### config.mk
export PLATFORM = sky130hd
export DESIGN_NAME = vigna_axi_rd_arbiter
export DESIGN_NICKNAME = d
export VERILOG_FILES = /design/src/rtl/vigna_axi_pkg.sv /design/src/rtl/vigna_arb2.sv /design/src/rtl/vigna_axi_rd_arbiter.sv
export SDC_FILE = /design/constraint.sdc
export NUM_CORES = 1
export LEC_CHECK = 0
export CAP_MARGIN = 20
export CORE_AREA = 2 2 149 151
export CTS_CLUSTER_SIZE = 40
export DETAILED_ROUTE_END_ITERATION = 8
export DIE_AREA = 0 0 151 153
export PLACE_DENSITY = 0.59
export SLEW_MARGIN = 20
export SYNTH_ARGS = -nofsm -noshare
export SYNTH_HDL_FRONTEND = slang
export SYNTH_SLANG_ARGS = --single-unit
### constraint.sdc
create_clock -name clk -period 1.5 [get_ports clk]
set_input_delay 0.375 -clock clk [delete_from_list [all_inputs] [get_ports clk]]
set_output_delay 0.375 -clock clk [all_outputs]
set_load 0.005 [all_outputs]
### src/rtl/vigna_axi_pkg.sv
// Shared definitions for the vigna_axi memory-side arbiter: FSM states, AXI response codes, grant encoding.
package vigna_axi_pkg;

  typedef enum logic [1:0] {
    ARB_IDLE = 2'd0,
    ARB_ADDR = 2'd1,
    ARB_DATA = 2'd2
  } arb_state_t;

  localparam logic [1:0] OKAY   = 2'b00;
  localparam logic [1:0] SLVERR = 2'b10;

  localparam logic GNT_S0 = 1'b0;
  localparam logic GNT_S1 = 1'b1;

endpackage

### src/rtl/vigna_arb2.sv
// Two-way read grant, purely combinational; a lone requester wins outright.
// Ties: VIGNA_ARB_RR_EN defined -> !last_gnt (round-robin), otherwise S1 (data port) always wins.
module vigna_arb2
  import vigna_axi_pkg::*;
(
  input  logic [1:0] req,
  input  logic       last_gnt,
  output logic       gnt
);

`ifdef VIGNA_ARB_RR_EN
  always_comb begin
    gnt = last_gnt;
    case (req)
      2'b01:   gnt = GNT_S0;
      2'b10:   gnt = GNT_S1;
      2'b11:   gnt = ~last_gnt;
      default: gnt = last_gnt;
    endcase
  end
`else
  // Fixed priority keeps loads/stores from stalling behind fetch; last_gnt is kept only for the RR build.
  logic unused_last_gnt;
  assign unused_last_gnt = last_gnt;

  always_comb begin
    gnt = GNT_S1;
    if (req == 2'b01) gnt = GNT_S0;
  end
`endif

endmodule

### src/rtl/vigna_axi_rd_arbiter.sv
// Shares one AXI4-Lite master between vigna_axi's S0 (fetch) and S1 (data) ports; tie policy set by VIGNA_ARB_RR_EN.
// One read in flight, m_arvalid one cycle after the slave AR handshake; S1 writes pass through, S1 reads fenced behind unacked writes.
module vigna_axi_rd_arbiter
  import vigna_axi_pkg::*;
#(
  parameter int ADDR_W = 32,
  parameter int DATA_W = 32,
  parameter int MAX_WR = 3
) (
  input  logic                clk,
  input  logic                resetn,

  input  logic                s0_arvalid,
  output logic                s0_arready,
  input  logic [ADDR_W-1:0]   s0_araddr,
  input  logic [2:0]          s0_arprot,
  output logic                s0_rvalid,
  input  logic                s0_rready,
  output logic [DATA_W-1:0]   s0_rdata,
  output logic [1:0]          s0_rresp,

  input  logic                s1_arvalid,
  output logic                s1_arready,
  input  logic [ADDR_W-1:0]   s1_araddr,
  input  logic [2:0]          s1_arprot,
  output logic                s1_rvalid,
  input  logic                s1_rready,
  output logic [DATA_W-1:0]   s1_rdata,
  output logic [1:0]          s1_rresp,
  input  logic                s1_awvalid,
  output logic                s1_awready,
  input  logic [ADDR_W-1:0]   s1_awaddr,
  input  logic [2:0]          s1_awprot,
  input  logic                s1_wvalid,
  output logic                s1_wready,
  input  logic [DATA_W-1:0]   s1_wdata,
  input  logic [DATA_W/8-1:0] s1_wstrb,
  output logic                s1_bvalid,
  input  logic                s1_bready,
  output logic [1:0]          s1_bresp,

  output logic                m_arvalid,
  input  logic                m_arready,
  output logic [ADDR_W-1:0]   m_araddr,
  output logic [2:0]          m_arprot,
  input  logic                m_rvalid,
  output logic                m_rready,
  input  logic [DATA_W-1:0]   m_rdata,
  input  logic [1:0]          m_rresp,
  output logic                m_awvalid,
  input  logic                m_awready,
  output logic [ADDR_W-1:0]   m_awaddr,
  output logic [2:0]          m_awprot,
  output logic                m_wvalid,
  input  logic                m_wready,
  output logic [DATA_W-1:0]   m_wdata,
  output logic [DATA_W/8-1:0] m_wstrb,
  input  logic                m_bvalid,
  output logic                m_bready,
  input  logic [1:0]          m_bresp
);

  localparam int               CNT_W    = $clog2(MAX_WR + 1);
  localparam logic [CNT_W-1:0] WR_LIMIT = CNT_W'(MAX_WR);
  localparam logic [CNT_W-1:0] CNT_ONE  = CNT_W'(1);

  arb_state_t        state, state_nxt;
  logic              gnt, gnt_nxt;
  logic              last_gnt;
  logic              arb_gnt;
  logic [ADDR_W-1:0] ar_addr, ar_addr_nxt;
  logic [2:0]        ar_prot, ar_prot_nxt;
  logic [1:0]        ar_req;
  logic              r_hs;
  logic [CNT_W-1:0]  wr_cnt;
  logic              wr_room;
  logic              aw_hs;
  logic              b_hs;

  // S1 reads are not eligible while any of its writes still await B.
  assign ar_req = {s1_arvalid && (wr_cnt == '0), s0_arvalid};

  vigna_arb2 u_arb2 (
    .req      (ar_req),
    .last_gnt (last_gnt),
    .gnt      (arb_gnt)
  );

  always_comb begin
    state_nxt   = state;
    gnt_nxt     = gnt;
    ar_addr_nxt = ar_addr;
    ar_prot_nxt = ar_prot;
    s0_arready  = 1'b0;
    s1_arready  = 1'b0;
    m_arvalid   = 1'b0;
    m_rready    = 1'b0;
    s0_rvalid   = 1'b0;
    s1_rvalid   = 1'b0;
    r_hs        = 1'b0;
    case (state)
      ARB_IDLE: begin
        if (|ar_req) begin
          gnt_nxt   = arb_gnt;
          state_nxt = ARB_ADDR;
          if (arb_gnt == GNT_S1) begin
            s1_arready  = 1'b1;
            ar_addr_nxt = s1_araddr;
            ar_prot_nxt = s1_arprot;
          end else begin
            s0_arready  = 1'b1;
            ar_addr_nxt = s0_araddr;
            ar_prot_nxt = s0_arprot;
          end
        end
      end
      ARB_ADDR: begin
        m_arvalid = 1'b1;
        if (m_arready) state_nxt = ARB_DATA;
      end
      ARB_DATA: begin
        if (gnt == GNT_S1) begin
          m_rready  = s1_rready;
          s1_rvalid = m_rvalid;
          r_hs      = m_rvalid && s1_rready;
        end else begin
          m_rready  = s0_rready;
          s0_rvalid = m_rvalid;
          r_hs      = m_rvalid && s0_rready;
        end
        if (r_hs) state_nxt = ARB_IDLE;
      end
      default: state_nxt = ARB_IDLE;
    endcase
  end

  always_ff @(posedge clk) begin
    if (!resetn) begin
      state    <= ARB_IDLE;
      gnt      <= GNT_S0;
      last_gnt <= GNT_S1;
      ar_addr  <= '0;
      ar_prot  <= '0;
    end else begin
      state   <= state_nxt;
      gnt     <= gnt_nxt;
      ar_addr <= ar_addr_nxt;
      ar_prot <= ar_prot_nxt;
      if (r_hs) last_gnt <= gnt;
    end
  end

  assign m_araddr = ar_addr;
  assign m_arprot = ar_prot;
  assign s0_rdata = m_rdata;
  assign s0_rresp = m_rresp;
  assign s1_rdata = m_rdata;
  assign s1_rresp = m_rresp;

  // Write path is a pass-through, throttled only on AW once MAX_WR writes are unacknowledged.
  assign wr_room    = (wr_cnt != WR_LIMIT);
  assign m_awvalid  = s1_awvalid && wr_room;
  assign s1_awready = m_awready && wr_room;
  assign m_awaddr   = s1_awaddr;
  assign m_awprot   = s1_awprot;
  assign m_wvalid   = s1_wvalid;
  assign s1_wready  = m_wready;
  assign m_wdata    = s1_wdata;
  assign m_wstrb    = s1_wstrb;
  assign s1_bvalid  = m_bvalid;
  assign m_bready   = s1_bready;
  assign s1_bresp   = m_bresp;

  assign aw_hs = s1_awvalid && s1_awready;
  assign b_hs  = m_bvalid && s1_bready;

  always_ff @(posedge clk) begin
    if (!resetn) begin
      wr_cnt <= '0;
    end else if (aw_hs && !b_hs) begin
      wr_cnt <= wr_cnt + CNT_ONE;
    end else if (b_hs && !aw_hs && (wr_cnt != '0)) begin
      wr_cnt <= wr_cnt - CNT_ONE;
    end
  end

  a_no_orphan_b: assert property (@(posedge clk) disable iff (!resetn) b_hs |-> (wr_cnt != '0));

endmodule

==> run summary <==
Yosys reg bits: 40
Routed Antenna Nets: 0
Iter 0 DRT Violations: 77
met2 Use GR: 17.7%
HP Class: reg2reg
FFs w/ async S/R, synth: 0%
Post-Synthesis Cells: 385
startpoint types: register
total power: 3.79 mW
drt first pass iters: 4
mux cell area share after synthesis: 0.293%
DRC Markers: 0
top cells by count, synth: buf_4 (146), dfxtp_1 (40), nor3_1 (40), nor2_2 (30), nor4_2 (30)
Ports: 379
Rel. slew slack: 68.0%
ys flop type: dfxtp_1
Yosys top cell by area: buf_4
P&R area growth vs syn: 28.3%
hold-fix buffers at CTS: 0
M1 GR Usage: 10.7%
maximum buffer depth of the clock tree: 2
clock skew: 0.00666 ns
most frequent cell after synthesis: buf_4
CP arrival: 1.25 ns
post-synthesis adder-cell area fraction: 0%
antenna fix cells: 0
dominant cells by area after synthesis: buf_4 (32%), dfxtp_1 (23%), nor4_2 (11%), nor3_2 (8.5%), nor3_1 (5.9%)
hold slack final: 0.489 ns
critical path peak fanout: 2
worst-skew pair later-pin latency: 0.29 ns
post-synth top area share: 32.1%
via count of the first global-routing pass: 2639
CTS tree: yes
Starting Density: 15.9%
RSZ-0062 raised after global routing: yes
status: finished with violations
maxcap violations: 0
CTS clk-pin slew, worst paths: 0.06 ns
Vias: 2554
WL per Instance: 19.0 um
fin crit period: 1.63 ns
WS Path Type: reg2out
Fmax: 0.614 GHz
first-pass GRT wire length: 18100 um
fillers: 2375
Synth cell types: 32
final setup margin: -0.129 ns
Syn Area/Cell: 8.87 sq um
XOR/XNOR Fraction of Synth Area: 0%
Pwr Density: 866 nW/um^2
endpoints failing hold: 0
Die W: 151 um
H-tree depth: 2
cell at the root of the clock tree: clkbuf_16
Slew @ Worst Pin: 0.480 ns
sequential share of the synthesized area: 23.4%
Ys Warns: 0
Sink Count: 40
CP required: 1.12 ns
period utilisation layout: 109%
Simple-Gate Fraction of Synth Area: 35.8%
failing checks: negative setup slack
Num CTS Buffers: 5
Final HPWL DP: 9390 um
Max IR drop VDD: 0.000334 V
Setup Viol. Count Final: 26
met3 GRT Util: 7.10%
largest net degree at the start of global routing: 37
total gr overflow: 0
fin nets: 579
core box area: 21500 sq um
leakage: 1.62 nW
synthesized area: 3420 sq um
Compound-Gate Fraction of Synth Area: 2.93%
FP Rows: 54
layout cell share with drive strength beyond 1: 46.9%
final setup TNS: -0.741 ns
Final Util: 20.4%
GR Util All Layers: 10.8%
initial antenna violation count: 0
port bufs: 126
Max Transition Viols Final: 0
largest family of logic cells by synthesized area: buffers and inverters
busiest layer in global routing: met2
Post-Syn Nets: 576
Die Ht: 153 um
final WL: 12700 um
RePlAce Congestion: 0.690
Post-synth EDFFs: 0
Crit. End Element: output port
Die Area: 23100 sq um
drt via density: 3.82
==> layer usage <==
| layer | wire length [um] | vias to the layer above |
|---|---|---|
| met4 | 421 | 0 |
| met1 | 4290 | 1154 |
| met2 | 6090 | 184 |
| met3 | 1900 | 42 |
| met5 | 0 | - |
| li1 | - | 1174 |
==> cells by family after synthesis <==
group / after synthesis
buf+inv: 170
compound gates: 16
flops: 40
mux: 1
simple gates: 158
==> worst max-delay path, stage by stage (launching register included) <==
cell	delay (ns)
dfxtp_2	0.32
or3b_4	0.41
nor2_4	0.11
buf_6	0.12
==> layout make-up <==
cell class | instances | area, sq um | area share (%)
clock buffer | 5 | 125 | 2.86
clock inverter | 2 | 12.5 | 0.286
inverter | 2 | 7.51 | 0.171
multi-input combinational | 175 | 1410 | 32.2
sequential | 40 | 831 | 19.0
tap | 280 | 350 | 8.00
timing repair buffer | 164 | 1640 | 37.5
==> flip-flops by register name, summed over array words and instances (netlist names) <==
register,cells
m_araddr,32
wr_cnt,2
gnt,1
state,2
m_arprot,3
==> report_power, final <==
part	total, mW	internal, mW	switching (mW)
clock	1.08	0.605	0.477
sequential	1.29	1.21	0.0832
combinational	1.42	0.760	0.658
total	3.79	2.58	1.22
==> path summary, 6_finish.rpt <==
path | start | to | slack, ns | cells after the start
worst max-delay path | wr_cnt[0] | s1_arready | -0.13 | 3
worst min-delay path | m_araddr[22] | m_araddr[22] | 0.49 | 2
worst max register to register | wr_cnt[0] | m_araddr[25] | -0.05 | 8
worst min register to register | m_araddr[22] | m_araddr[22] | 0.49 | 2
==> placed cells by master, fill, tap and decap left out, types with 3 or more instances in the layout <==
cell type | netlist | layout
dlygate4sd2_1 | 0 | 41
nor2b_4 | 0 | 3
clkdlybuf4s50_1 | 0 | 73
nor3_1 | 40 | 40
buf_4 | 146 | 21
nor2_1 | 9 | 7
nor3_2 | 29 | 29
buf_6 | 5 | 9
nor4_1 | 4 | 4
nor2_2 | 30 | 31
clkbuf_16 | 0 | 5
buf_2 | 7 | 5
o21ai_0 | 3 | 3
nand2_1 | 5 | 3
dfxtp_1 | 40 | 20
a21oi_1 | 5 | 5
buf_12 | 3 | 9
nor4_2 | 30 | 30
dfxtp_2 | 0 | 18
==> per-stage QoR <==
step           setup WS (ns)  instance area (sq um)  std cells
2_1_floorplan        -0.0308                   3420        385
3_3_place_gp          -0.961                   3950        642
3_5_place_dp          -0.963                   3950        642
4_1_cts               -0.151                   4340        659
5_1_grt               -0.212                   4380        668
6_report              -0.129                   4380        668
==> what timing repair did <==
item,in CTS,in global routing
gates cloned,4,0
setup endpoints to repair,82,47
resized for setup,131,22
pin swaps,6,9
buffers inserted,7,16
Note: power is estimated with default switching activity, not from simulation.
